`src/rtl/timer_pkg.sv`:
```
// Shared definitions for the interval timer: state encoding, state type,
// default geometry and a small state-decoding helper.
package timer_pkg;

    // Default counter/period width and prescale ratio.
    localparam int DEFAULT_N        = 8;
    localparam int DEFAULT_PRESCALE = 4;

    // State encoding. The value 2'b11 is never entered and recovers to IDLE.
    localparam logic [1:0] ST_IDLE = 2'b00;
    localparam logic [1:0] ST_RUN  = 2'b01;
    localparam logic [1:0] ST_HOLD = 2'b10;

    typedef enum logic [1:0] {
        TIMER_IDLE = 2'b00,
        TIMER_RUN  = 2'b01,
        TIMER_HOLD = 2'b10
    } timer_state_e;

    // A timer is busy while it is counting or frozen mid-count.
    function automatic logic state_busy(input logic [1:0] st);
        return (st == ST_RUN) || (st == ST_HOLD);
    endfunction

endpackage

```
`src/rtl/timer_count_core.sv`:
```
// Down-counting datapath for the interval timer. Priority of controls is
// clear > load > decrement. The zero flag reflects the registered value.
module timer_count_core
    import timer_pkg::*;
#(
    parameter int N = DEFAULT_N
) (
    input  logic         clk,
    input  logic         reset,
    input  logic         clr,
    input  logic         load,
    input  logic [N-1:0] load_val,
    input  logic         dec,
    output logic [N-1:0] count,
    output logic         zero
);

    logic [N-1:0] count_q;
    logic [N-1:0] count_d;

    // Next counter value from the clear/load/decrement controls.
    always_comb begin
        count_d = count_q;
        if (clr) begin
            count_d = '0;
        end else if (load) begin
            count_d = load_val;
        end else if (dec) begin
            count_d = count_q - N'(1);
        end
    end

    // Counter register with synchronous active-low reset.
    always_ff @(posedge clk) begin
        if (!reset) begin
            count_q <= '0;
        end else begin
            count_q <= count_d;
        end
    end

    assign count = count_q;
    assign zero  = (count_q == '0);

endmodule

```
`src/rtl/timer_ctrl.sv`:
```
// Interval-timer controller: configuration handshake, IDLE/RUN/HOLD
// sequencing, expire pulse and sticky interrupt around timer_count_core.
// Optional feature macro: TIMER_CTRL_PRESCALE_EN -- when defined, ticks come
// from a divide-by-PRESCALE prescaler; otherwise every cycle is a tick.
module timer_ctrl
    import timer_pkg::*;
#(
    parameter int N        = DEFAULT_N,
    parameter int PRESCALE = DEFAULT_PRESCALE
) (
    input  logic         clk,
    input  logic         reset,
    input  logic         cfg_valid,
    output logic         cfg_ready,
    input  logic [N-1:0] cfg_period,
    input  logic         cfg_periodic,
    input  logic         start,
    input  logic         stop,
    input  logic         pause,
    input  logic         irq_ack,
    output logic         busy,
    output logic         expire,
    output logic         irq,
    output logic [N-1:0] count
);

    logic [1:0]   state_q, state_d;
    logic [N-1:0] period_q, period_d;
    logic         mode_q, mode_d;
    logic         expire_q, expire_d;
    logic         irq_q, irq_d;

    logic         core_clr;
    logic         core_load;
    logic         core_dec;
    logic         core_zero;
    logic         tick;

`ifdef TIMER_CTRL_PRESCALE_EN
    localparam int PW = (PRESCALE > 1) ? $clog2(PRESCALE) : 1;

    logic [PW-1:0] presc_q, presc_d;

    assign tick = (presc_q == PW'(PRESCALE - 1));

    // Prescaler: runs only in RUN, freezes in HOLD, sits at zero otherwise
    // so that every start begins a full prescale interval.
    always_comb begin
        presc_d = '0;
        if (!stop) begin
            if (state_q == ST_RUN) begin
                if (pause) begin
                    presc_d = presc_q;
                end else begin
                    presc_d = tick ? '0 : presc_q + PW'(1);
                end
            end else if (state_q == ST_HOLD) begin
                presc_d = presc_q;
            end
        end
    end

    // Prescaler register.
    always_ff @(posedge clk) begin
        if (!reset) begin
            presc_q <= '0;
        end else begin
            presc_q <= presc_d;
        end
    end
`else
    assign tick = 1'b1;
`endif

    // FSM, configuration latch, datapath controls, expire and irq.
    always_comb begin
        state_d   = state_q;
        period_d  = period_q;
        mode_d    = mode_q;
        expire_d  = 1'b0;
        core_clr  = 1'b0;
        core_load = 1'b0;
        core_dec  = 1'b0;

        case (state_q)
            ST_IDLE: begin
                // Handshake is independent of commands; a start in the same
                // cycle still loads the previously latched period.
                if (cfg_valid) begin
                    period_d = cfg_period;
                    mode_d   = cfg_periodic;
                end
                if (stop) begin
                    core_clr = 1'b1;
                end else if (!pause && start) begin
                    state_d   = ST_RUN;
                    core_load = 1'b1;
                end
            end
            ST_RUN: begin
                if (stop) begin
                    state_d  = ST_IDLE;
                    core_clr = 1'b1;
                end else if (pause) begin
                    state_d = ST_HOLD;
                end else if (tick) begin
                    if (core_zero) begin
                        expire_d = 1'b1;
                        if (mode_q) begin
                            core_load = 1'b1;
                        end else begin
                            state_d = ST_IDLE;
                        end
                    end else begin
                        core_dec = 1'b1;
                    end
                end
            end
            ST_HOLD: begin
                if (stop) begin
                    state_d  = ST_IDLE;
                    core_clr = 1'b1;
                end else if (!pause) begin
                    state_d = ST_RUN;
                end
            end
            default: begin
                state_d  = ST_IDLE;
                core_clr = 1'b1;
            end
        endcase

        // A new expiry wins over a coincident acknowledge.
        irq_d = expire_d ? 1'b1 : (irq_q & ~irq_ack);
    end

    // Control and configuration registers.
    always_ff @(posedge clk) begin
        if (!reset) begin
            state_q  <= ST_IDLE;
            period_q <= '0;
            mode_q   <= 1'b0;
            expire_q <= 1'b0;
            irq_q    <= 1'b0;
        end else begin
            state_q  <= state_d;
            period_q <= period_d;
            mode_q   <= mode_d;
            expire_q <= expire_d;
            irq_q    <= irq_d;
        end
    end

    timer_count_core #(
        .N (N)
    ) u_core (
        .clk      (clk),
        .reset    (reset),
        .clr      (core_clr),
        .load     (core_load),
        .load_val (period_q),
        .dec      (core_dec),
        .count    (count),
        .zero     (core_zero)
    );

    assign cfg_ready = (state_q == ST_IDLE);
    assign busy      = state_busy(state_q);
    assign expire    = expire_q;
    assign irq       = irq_q;

endmodule
```
`config.mk`:
```
export PLATFORM = sky130hd
export DESIGN_NAME = timer_ctrl
export DESIGN_NICKNAME = d
export VERILOG_FILES = /design/src/rtl/timer_pkg.sv /design/src/rtl/timer_count_core.sv /design/src/rtl/timer_ctrl.sv
export SDC_FILE = /design/constraint.sdc
export NUM_CORES = 1
export LEC_CHECK = 0
export BUFFER_PORTS_ARGS = -buffer_cell sky130_fd_sc_hd__buf_4
export CAP_MARGIN = 30
export CORE_ASPECT_RATIO = 0.8
export CORE_UTILIZATION = 30
export CTS_CLUSTER_SIZE = 40
export DETAILED_ROUTE_END_ITERATION = 8
export MAX_ROUTING_LAYER = met4
export PLACE_DENSITY = 0.55
export SYNTH_ARGS = -nofsm -noshare
export SYNTH_HDL_FRONTEND = slang
export SYNTH_SLANG_ARGS = --single-unit
```
`constraint.sdc`:
```
create_clock -name clk -period 6 [get_ports clk]
set_input_delay 1.2 -clock clk [delete_from_list [all_inputs] [get_ports clk]]
set_output_delay 1.2 -clock clk [all_outputs]
set_load 0.01 [all_outputs]
```
=== Word-level counts from Yosys, hierarchy flattened ===
Index checks and enable logic that the tools add are counted.
Widths: inputs -> output; s select.

* Register bits: 21

* Mux-type cells: 29
* Bitwise logic cells: 3
* Reductions and logical operators: 10
* Equality and inequality tests: 7
* Add/sub/neg operators: 1

{| class="wikitable"
|+ Operator list
! cell !! count
|-
| $mux 1 || 17
|-
| $mux 2 || 8
|-
| $mux 8 || 2
|-
| $logic_not 8->1 || 1
|-
| $ne 4x4->1 const B || 2
|-
| $sub 8x1->8 const B || 1
|-
| $pmux 2 s3 || 1
|-
| $reduce_and 5->1 || 1
|-
| $ne 3x3->1 const B || 1
|-
| $reduce_or 3->1 || 1
|-
| $eq 2x1->1 const B || 1
|-
| $eq 2x2->1 const B || 1
|-
| $logic_not 2->1 || 1
|-
| $ne 2x1->1 const B || 1
|-
| $ne 2x2->1 const B || 1
|-
| $not 1->1 || 2
|-
| $pmux 1 s2 || 1
|-
| $reduce_and 2->1 || 1
|-
| $reduce_bool 2->1 || 1
|-
| $reduce_or 2->1 || 1
|-
| $and 1x1->1 || 1
|-
| $logic_and 1x1->1 || 1
|-
| $logic_not 1->1 || 1
|-
| $logic_or 1x1->1 || 1
|}

=== Longest topological paths before layout ===
Gate-level depths: netlist of the first run.

* Depth after elaboration: 7
* Depth in mapped cells: 7
* Mapped depth without buffers: 6

=== Cells and area by module ===
A second synthesis of the first run with hierarchy kept.

* Cells, all modules: 130
* Area, all modules: 1096.1 µm²

{| class="wikitable"
|+ By module, submodules not included
! module !! area an instance (µm²) !! times used !! cells an instance !! seq. area each (µm²)
|-
| timer_ctrl || 634.4 || 1 || 79 || 260.2
|-
| timer_count_core || 461.7 || 1 || 51 || 160.2
|}

=== Worst setup path after synthesis of the first run ===
OpenSTA, ideal clock, no wires.

* Path kind: in2reg
* From: input port stop
* To: register u_core.count_q[1] (netlist: u_core.count[1])
* Data required time: 5.924 ns
* Arrival time: 2.215 ns
* Setup slack: 3.709 ns
* Path buffers: 0
* Stages: 4
* Cell sequence: nor3b_1 > o21ai_0 > o22a_2 > o22ai_1

* Cells in the longest elaborated chain, start to end: 3
* Elaborated cells between the ends (all ways): 10
* Classes of those cells: mux (8); reduce/logical (2)

{| class="wikitable"
|+ Ends and longest elaborated chain
! element !! line !! text
|-
| from (decl) || timer_ctrl.sv:18 || <nowiki>input logic stop,</nowiki>
|-
| $mux 1, on equally long branches || timer_ctrl.sv:101, timer_ctrl.sv:93, timer_ctrl.sv:120 ||
|-
| $pmux 1 s2, or another cell as far along || timer_ctrl.sv:85 || <nowiki>case (state_q)</nowiki>
|-
| $mux 8, or another cell as far along || timer_count_core.sv:26 || <nowiki>end else if (load) begin</nowiki>
|-
| to (signal assigned) || timer_count_core.sv:38 || <nowiki>count_q <= count_d;</nowiki>
|-
| to (decl) || timer_count_core.sv:18 || <nowiki>logic [N-1:0] count_q;</nowiki>
|}

Parallel ways exist; a longest one is shown, timed or not.
A chain may end at the register's enable or synchronous reset.

=== Worst setup path in the final report of the first run ===
* From: register state_q[0]
* To: output port cfg_ready

* Cells in the longest elaborated chain, start to end: 1

{| class="wikitable"
|+ Ends and longest elaborated chain
! element !! line !! text
|-
| from (decl) || timer_ctrl.sv:27 || <nowiki>logic [1:0] state_q, state_d;</nowiki>
|-
| from (signal assigned) || timer_ctrl.sv:146 || <nowiki>state_q <= state_d;</nowiki>
|-
| $logic_not 2->1 || timer_ctrl.sv:167 || <nowiki>assign cfg_ready = (state_q == ST_IDLE);</nowiki>
|-
| to (decl) || timer_ctrl.sv:14 || <nowiki>output logic cfg_ready,</nowiki>
|}

No other way between the ends.

==> flow_summary_export.csv, run 1 <==
group,metric,value,unit
cells_and_area,syn2layout_area_growth,25.4,%
sta,fin_setup_tns,0,ns
detailed_routing,wl,2.56,mm
detailed_routing,vias,1064,
power,p_per_area,208,nW/µm²
sta,rsz0062_at_grt,"false",
placed_design,dp_hpwl,2.06,mm
power,p_leak,0.000572,µW
global_route,antenna_found_initial,0,
global_route,grt_pass1_wl,4.19,mm
cells_and_area,finalInstanceArea,1410,µm²
worst_setup_path,cp_max_fo,16,
global_route,grt_overflow,0,
yosys,yosysUniqueCellTypes,37,
placed_design,io_buffers,27,
sta,max_slew.worst_pin.slew,0.881,ns
clocking,postCtsSetupBuffers,0,
global_route,grtUsageTotal,13.7,%
detailed_routing,drt_drc_violations_left,0,
global_route,grt_pass1_vias,881,
yosys,syn_nets,159,
floorplanning,num_rows,19,
placed_design,dpl_cell_area,1360,µm²
cells_and_area,stdcell_count,206,
cells_and_area,seq_area,420,µm²
clocking,cts_made_buffers,3,
worst_setup_path,worstPathRequired,4.80,ns
yosys,avgSynthCellArea,8.19,µm²
clocking,ctsResizeCount,0,
detailed_routing,viasPerCell,5.17,
yosys,synth_edf_count,0,
yosys,async_flop_share,0,%
clocking,cts-root-buf,"clkbuf_8",
clocking,cts_sinks,21,
floorplanning,design.core.area,3490,µm²
cells_and_area,layout_common_cells,"buf_4 (27), dfxtp_1 (21), a21oi_1 (16)",
worst_setup_path,crit_path_end_kind,"primary output",
cells_and_area,n_antenna_cell,0,
hold_path,min_path_type,"reg2reg",
cells_and_area,nets,187,
yosys,synthFlopType,"dfxtp_1",
clocking,clockBufferDepth,2,
flow_run,drv_cap,0,
clocking,cts_tree,"yes",
cells_and_area,fin_util,40.3,%
detailed_routing,first_pass_iters,4,
yosys,yosys.area_share.simple,28.1,%
sta,setup_viol,0,
sta,drv_slew,0,
yosys,muxShareOfSynthArea,1.78,%
clocking,ctsHoldBuffers,0,
detailed_routing,antenna_left,0,
sta,final-hold-violation-count,0,
floorplanning,initial_core_util,32.1,%
yosys,synthXorXnorAreaFrac,1.56,%
floorplanning,die-height,56.7,µm
yosys,synthAdderAreaFrac,6.69,%
worst_setup_path,critPathLaunchType,"flop",
placed_design,placedCellCount,202,
cells_and_area,final_common_cell,"buf_4",
detailed_routing,detail_route.iter0.violations,60,
worst_setup_path,critPathKind,"reg2out",
yosys,synth_cells,137,
yosys,synth_compound_area_share,20.4,%
yosys,synth_top_family_by_area,"simple AND/OR/NAND/NOR gates",
power,ir_drop,0.101,mV
detailed_routing,avgRoutedWirePerCell,12.4,µm
floorplanning,die_w,70.4,µm
cells_and_area,multiInputGateArea,657,µm²
sta,min_period,2.58,ns
floorplanning,die-area,3990,µm²
global_route,grt_max_degree,17,
yosys,syn-cell-area,1120,µm²
floorplanning,io_pins,28,
outcome,status,"complete, no violations",
cells_and_area,drive_above_1_share,20.7,%
yosys,synth.yosys.warnings,0,
yosys,synth_seq_cells,21,
placed_design,place.gp.congestion,0.857,
clocking,h-tree-depth,1,
cells_and_area,fill_cells,354,
sta,max_slew_margin,41.0,%
yosys,seq_area_frac_synth,37.5,%
sta,min_period_over_period,42.9,%
clocking,clock_latency,0.25,ns
sta,finClkSkew,0.00231,ns
sta,fmax,388,MHz
clocking,cts.clk_slew.worst_paths,0.07,ns
worst_setup_path,arrival,1.38,ns
-- state kept, by name, indices dropped and copies added, names as in the netlist --
signal / count
period_q: 8
u_core.count: 8
state_q: 2
expire: 1
irq: 1
mode_q: 1
-- power by group --
group / total [µW] / switching, µW / leakage [µW] / internal, µW
clock: 90.1 / 42.9 / 0.0000228 / 47.2
combinational: 52.2 / 28.2 / 0.000378 / 24.0
sequential: 151 / 5.18 / 0.000171 / 146
-- final timing paths --
path                                      from                  endpoint  slack, ns  depth (start not counted)
hold / removal        period_q[7]$_SDFFE_PN0P_  period_q[7]$_SDFFE_PN0P_       0.46                          2
setup reg to reg  u_core.count[0]$_SDFFE_PP0P_   state_q[0]$_SDFFE_PN0P_       3.72                          6
hold reg to reg       period_q[7]$_SDFFE_PN0P_  period_q[7]$_SDFFE_PN0P_       0.46                          2
setup / recovery       state_q[0]$_SDFFE_PN0P_                 cfg_ready       3.42                          3
-- logic make-up (layout without fill, tap and decap cells) --
group | count (synthesis) | after routing
compound gates | 37 | 37
xor+xnor | 2 | 2
fa+ha+maj | 6 | 6
buf+inv | 12 | 39
flops | 21 | 21
mux | 2 | 2
simple gates | 57 | 57
-- critical path: stages, from the launching register on --
cell,delay [ns]
dfxtp_1,0.34
inv_1,0.09
ha_1,0.48
buf_4,0.22
-- area by class of cell --
| class | instances | share of cell area, % |
|---|---|---|
| Multi-Input combinational cell | 104 | 46.7 |
| Sequential cell | 21 | 29.9 |
| Timing Repair Buffer | 27 | 14.4 |
| Tap cell | 42 | 3.73 |
| Clock buffer | 4 | 3.20 |
| Inverter | 8 | 2.13 |
-- layer usage --
metal / wire (µm) / up-vias / global-route usage [%]
met3: 177 / 5 / 2.51
met5: 0 / - / -
met2: 981 / 37 / 17.7
li1: - / 555 / -
met4: 31 / 0 / 5.14
met1: 1370 / 467 / 20.7
-- metrics by stage --
| stage | setup slack [ns] | total power [µW] | hold slack, ns |
|---|---|---|---|
| detailed placement | 3.30 | 207 | 0.453 |
| global placement | 3.37 | 206 | 0.452 |
| floorplan | 3.71 | 186 | 0.437 |
| finish | 3.42 | 293 | 0.461 |
| global route | 3.28 | 310 | 0.484 |
| CTS | 3.41 | 297 | 0.464 |
-- cell usage after synthesis, types with 2 or more instances --
cell type | number | area (µm²)
a211oi_1 | 6 | 45.0
a21oi_1 | 16 | 80.1
clkbuf_1 | 3 | 11.3
dfxtp_1 | 21 | 420
ha_1 | 6 | 75.1
inv_1 | 8 | 30.0
mux2i_1 | 2 | 20.0
nand2_1 | 11 | 41.3
nand2b_1 | 3 | 18.8
nand3_1 | 13 | 65.1
nand4_1 | 2 | 12.5
nor2_1 | 10 | 37.5
nor2b_1 | 2 | 12.5
nor3_1 | 2 | 10.0
nor4_1 | 2 | 12.5
nor4bb_1 | 2 | 20.0
o21a_1 | 3 | 22.5
o21ai_0 | 4 | 20.0
o31ai_1 | 2 | 15.0
or4_1 | 2 | 15.0
(Power assumes the default switching activity.)
==> run 2, diff against run 1 <==
- PLACE_DENSITY: 0.55 -> 0.57
- clock period: 6 -> 2.2 ns (I/O delays scaled with it)
==> flow_summary_export.csv, run 2 (same netlist as run 1, synthesis figures left out) <==
group,metric,value,unit
worst_setup_path,crit_family,"simple AND/OR/NAND/NOR gates",
floorplanning,num_rows,19,
worst_setup_path,crit_path_end_kind,"flop",
cells_and_area,syn2layout_area_growth,31.6,%
sta,fmax,468,MHz
worst_setup_path,critPathMaxStageDelay,0.55,ns
global_route,grt_pass1_wl,4.84,mm
flow_run,drv_cap,0,
global_route,grtUsageTotal,15.7,%
placed_design,io_buffers,27,
placed_design,dp_hpwl,2.18,mm
worst_setup_path,path_cells,"inv_2, ha_4, or4b_4, o31a_1, or4_4, a21oi_2",
detailed_routing,detail_route.iter0.violations,32,
cells_and_area,nets,192,
cells_and_area,fill_cells,370,
clocking,cts.clk_slew.worst_paths,0.07,ns
clocking,cts-root-buf,"clkbuf_8",
global_route,grt_pass1_vias,1058,
sta,drv_slew,0,
sta,min_period,2.14,ns
clocking,h-tree-depth,1,
worst_setup_path,critPathKind,"reg2reg",
floorplanning,die-height,56.7,µm
detailed_routing,vias,1102,
worst_setup_path,cp_max_fo,4,
power,ir_drop,0.350,mV
cells_and_area,multiInputGateArea,683,µm²
hold_path,min_path_type,"in2reg",
floorplanning,die_w,70.4,µm
worst_setup_path,crit_buf_inv,1,
floorplanning,design.core.area,3490,µm²
power,p_per_area,554,nW/µm²
clocking,cts_sinks,21,
floorplanning,io_pins,28,
worst_setup_path,arrival,2.33,ns
clocking,clock_latency,0.25,ns
global_route,antenna_found_initial,0,
worst_setup_path,critPathLaunchType,"flop",
cells_and_area,finalInstanceArea,1480,µm²
sta,min_period_over_period,97.1,%
placed_design,dpl_cell_area,1390,µm²
cells_and_area,final_common_cell,"buf_4",
detailed_routing,antenna_left,0,
detailed_routing,viasPerCell,5.22,
outcome,status,"complete, no violations",
detailed_routing,wl,2.85,mm
sta,max_slew.worst_pin.slew,0.583,ns
clocking,cts_made_buffers,3,
floorplanning,die-area,3990,µm²
power,p_leak,0.000601,µW
worst_setup_path,slowest_stage,"or4_4",
sta,setup_viol,0,
detailed_routing,first_pass_iters,4,
global_route,grt_max_degree,16,
cells_and_area,seq_area,423,µm²
sta,max_slew_margin,61.0,%
sta,final-hold-violation-count,0,
cells_and_area,drive_above_1_share,27.8,%
cells_and_area,layout_common_cells,"buf_4 (32), dfxtp_1 (19), a21oi_1 (15)",
worst_setup_path,worstPathRequired,2.39,ns
detailed_routing,drt_drc_violations_left,0,
floorplanning,initial_core_util,32.1,%
global_route,grt_overflow,0,
power,finalPower,817,µW
clocking,cts_tree,"yes",
placed_design,place.gp.congestion,0.833,
clocking,clockBufferDepth,2,
sta,rsz0062_at_grt,"false",
cells_and_area,n_antenna_cell,0,
sta,finClkSkew,0.00244,ns
detailed_routing,avgRoutedWirePerCell,13.5,µm
run 2: final timing paths:
check,start,to,slack [ns],cells past startpoint
setup reg to reg,u_core.count[1]$_SDFFE_PP0P_,state_q[0]$_SDFFE_PN0P_,0.06,6
hold / removal,irq_ack,irq$_SDFF_PN0_,0.44,3
hold reg to reg,period_q[0]$_SDFFE_PN0P_,period_q[0]$_SDFFE_PN0P_,0.46,2
setup / recovery,u_core.count[1]$_SDFFE_PP0P_,state_q[0]$_SDFFE_PN0P_,0.06,6
run 2: worst register-to-register path, stage by stage (launching register included):
cell     delay, ns
dfxtp_2       0.34
inv_2         0.09
ha_4          0.14
or4b_4        0.47
o31a_1        0.34
or4_4         0.55
a21oi_2       0.14
run 2: through the flow:
step	utilization [%]	TNS (ns)	worst slack (ns)	hold WS [ns]	instances
after floorplan	-	0	0.0699	0.437	137
after global placement	39.8	0	0.0572	0.450	206
after detailed placement	39.8	-0.0651	-0.0566	0.455	206
after CTS	41.4	0	0.0166	0.437	211
after global routing	42.2	0	0.00583	0.441	211
final	42.2	0	0.0643	0.441	211
run 2: timing repair:
action,4_1_cts,5_1_grt
pin swaps,1,2
resized for setup,2,8
hold buffers,0,0
endpoints found under the setup margin,2,6
buffers inserted,1,0
run 2: final cells by class:
class	instances	share of cell area, %
Tap cell	42	3.56
Inverter	8	2.20
Timing Repair Buffer	32	16.3
Multi-Input combinational cell	104	46.3
Clock buffer	4	3.05
Sequential cell	21	28.6
run 2: metal layers:
metal	track usage [%]	share of wire (%)
met1	21.8	52
met2	23.7	42
met3	3.77	5.6
met4	1.71	0.35
met5	-	0
run 2: power breakdown:
part | switching [µW] | leakage (µW) | internal, µW | total, µW
Combinational | 82.5 | 0.000406 | 74.9 | 157
Clock | 118 | 0.0000228 | 129 | 246
Sequential | 15.6 | 0.000172 | 398 | 413
==> run 3, diff against run 2 <==
- CELL_PAD_IN_SITES_DETAIL_PLACEMENT: unset -> 1
- CELL_PAD_IN_SITES_GLOBAL_PLACEMENT: unset -> 1
- PLACE_DENSITY: 0.57 -> 0.72
==> flow_summary_export.csv, run 3 (same netlist as run 1, synthesis figures left out) <==
group,metric,value,unit
detailed_routing,wl,3.40,mm
detailed_routing,antenna_left,0,
hold_path,min_path_type,"in2reg",
worst_setup_path,critPathLaunchType,"flop",
global_route,grt_pass1_wl,5.69,mm
sta,fin_ws,0.0774,ns
sta,max_slew.worst_pin.slew,0.595,ns
worst_setup_path,crit_buf_inv,1,
cells_and_area,drive_above_1_share,28.7,%
worst_setup_path,worstPathRequired,2.39,ns
sta,rsz0062_at_grt,"false",
global_route,grt_pass1_vias,1162,
clocking,h-tree-depth,1,
sta,fmax,471,MHz
power,ir_drop,0.244,mV
global_route,grtUsageTotal,18.6,%
floorplanning,die-height,56.7,µm
cells_and_area,n_antenna_cell,0,
detailed_routing,avgRoutedWirePerCell,16.0,µm
sta,max_slew_margin,60.1,%
placed_design,place.gp.congestion,0.820,
sta,min_period,2.12,ns
cells_and_area,fill_cells,425,
sta,finClkSkew,0.00170,ns
detailed_routing,drt_drc_violations_left,0,
power,power_frac_comb,19.4,%
cells_and_area,syn2layout_area_growth,32.2,%
sta,fin_setup_tns,0,ns
worst_setup_path,path_cells,"inv_2, ha_4, or4b_4, o31a_1, or4_1, a21oi_2",
detailed_routing,detail_route.iter0.violations,63,
detailed_routing,vias,1176,
clocking,cts_tree,"yes",
worst_setup_path,crit_path_end_kind,"flop",
floorplanning,design.core.area,3490,µm²
clocking,cts-root-buf,"clkbuf_8",
cells_and_area,final_common_cell,"buf_4",
worst_setup_path,arrival,2.32,ns
power,pwr-share-seq,50.1,%
clocking,clockBufferDepth,2,
floorplanning,num_rows,19,
power,p_per_area,558,nW/µm²
worst_setup_path,slowest_stage,"or4_1",
worst_setup_path,cp_max_fo,4,
power,netSwitchingPower,230,µW
cells_and_area,layout_common_cells,"buf_4 (34), dfxtp_1 (19), a21oi_1 (14)",
clocking,cts_sinks,21,
power,p_leak,0.000610,µW
placed_design,io_buffers,27,
floorplanning,die_w,70.4,µm
sta,drv_slew,0,
sta,setup_viol,0,
clocking,cts.clk_slew.worst_paths,0.08,ns
sta,min_period_over_period,96.5,%
cells_and_area,nets,194,
detailed_routing,first_pass_iters,4,
placed_design,dp_hpwl,2.63,mm
worst_setup_path,crit_family,"simple AND/OR/NAND/NOR gates",
floorplanning,die-area,3990,µm²
power,p_int,598,µW
global_route,antenna_found_initial,0,
power,clockPowerShare,30.5,%
clocking,clock_latency,0.25,ns
clocking,cts_made_buffers,3,
outcome,status,"complete, no violations",
worst_setup_path,critPathKind,"reg2reg",
floorplanning,io_pins,28,
global_route,grt_overflow,0,
detailed_routing,viasPerCell,5.52,
placed_design,pre_cts_ws,0.0179,ns
floorplanning,initial_core_util,32.1,%
power,p_sw_share,27.8,%
worst_setup_path,critPathMaxStageDelay,0.54,ns
flow_run,drv_cap,0,
global_route,grt_max_degree,16,
sta,final-hold-violation-count,0,
## run 3: changes by cell type in the layout (fill, tap and decap cells not counted), sizes merged
cell | previous run | this run
buf | 32 | 34
clkbuf | 4 | 3
clkinv | 0 | 1
## run 3: area by class of cell
| class | count | area [µm²] | area share, % |
|---|---|---|---|
| clock buffer | 3 | 41.3 | 2.78 |
| clock inverter | 1 | 5.00 | 0.337 |
| inverter | 8 | 30.0 | 2.02 |
| multi-input combinational | 104 | 677 | 45.6 |
| sequential | 21 | 423 | 28.5 |
| tap | 42 | 52.6 | 3.54 |
| timing repair buffer | 34 | 255 | 17.2 |
## run 3: layer usage
layer / global-route usage (%) / part of all wire (%)
met4: 4.86 / 2.3
met2: 28.4 / 45
met1: 25.6 / 47
met5: - / 0
met3: 2.69 / 5.9
## run 3: worst register-to-register path: stages, from the launching register on
cell,delay (ns)
dfxtp_2,0.35
inv_2,0.10
ha_4,0.15
or4b_4,0.47
o31a_1,0.32
or4_1,0.54
a21oi_2,0.14
## run 3: final timing paths
| check | start | to | slack [ns] | cells past startpoint |
|---|---|---|---|---|
| worst min register to register | period_q[4]$_SDFFE_PN0P_ | period_q[4]$_SDFFE_PN0P_ | 0.46 | 2 |
| worst min-delay path | cfg_period[4] | period_q[4]$_SDFFE_PN0P_ | 0.44 | 3 |
| worst max-delay path | u_core.count[0]$_SDFFE_PP0P_ | state_q[0]$_SDFFE_PN0P_ | 0.08 | 6 |
| worst max register to register | u_core.count[0]$_SDFFE_PP0P_ | state_q[0]$_SDFFE_PN0P_ | 0.08 | 6 |
## run 3: timing repair
action | CTS | global route
buffers inserted | 0 | 1
pin swaps | 0 | 0
hold buffers | 0 | 0
resized for setup | 1 | 7
setup endpoints to repair | 2 | 2
## run 3: stage by stage
stage          hold slack, ns  total power [µW]  cells  cell area [µm²]  utilization (%)
3_5_place_dp            0.454               578    207             1400             40.1
5_1_grt                 0.444               872    213             1480             42.5
2_1_floorplan           0.437               506    137             1120                -
4_1_cts                 0.443               831    211             1450             41.5
3_3_place_gp            0.449               569    207             1400             40.1
6_report                0.445               828    213             1480             42.5
## run 3: power by group through the flow
stage,Combinational (µW),Clock [µW],Sequential (µW)
global placement,149,0,421
global route,179,276,417
detailed placement,155,0,423
CTS,156,261,414
finish,161,252,415
floorplan,87.9,0,418
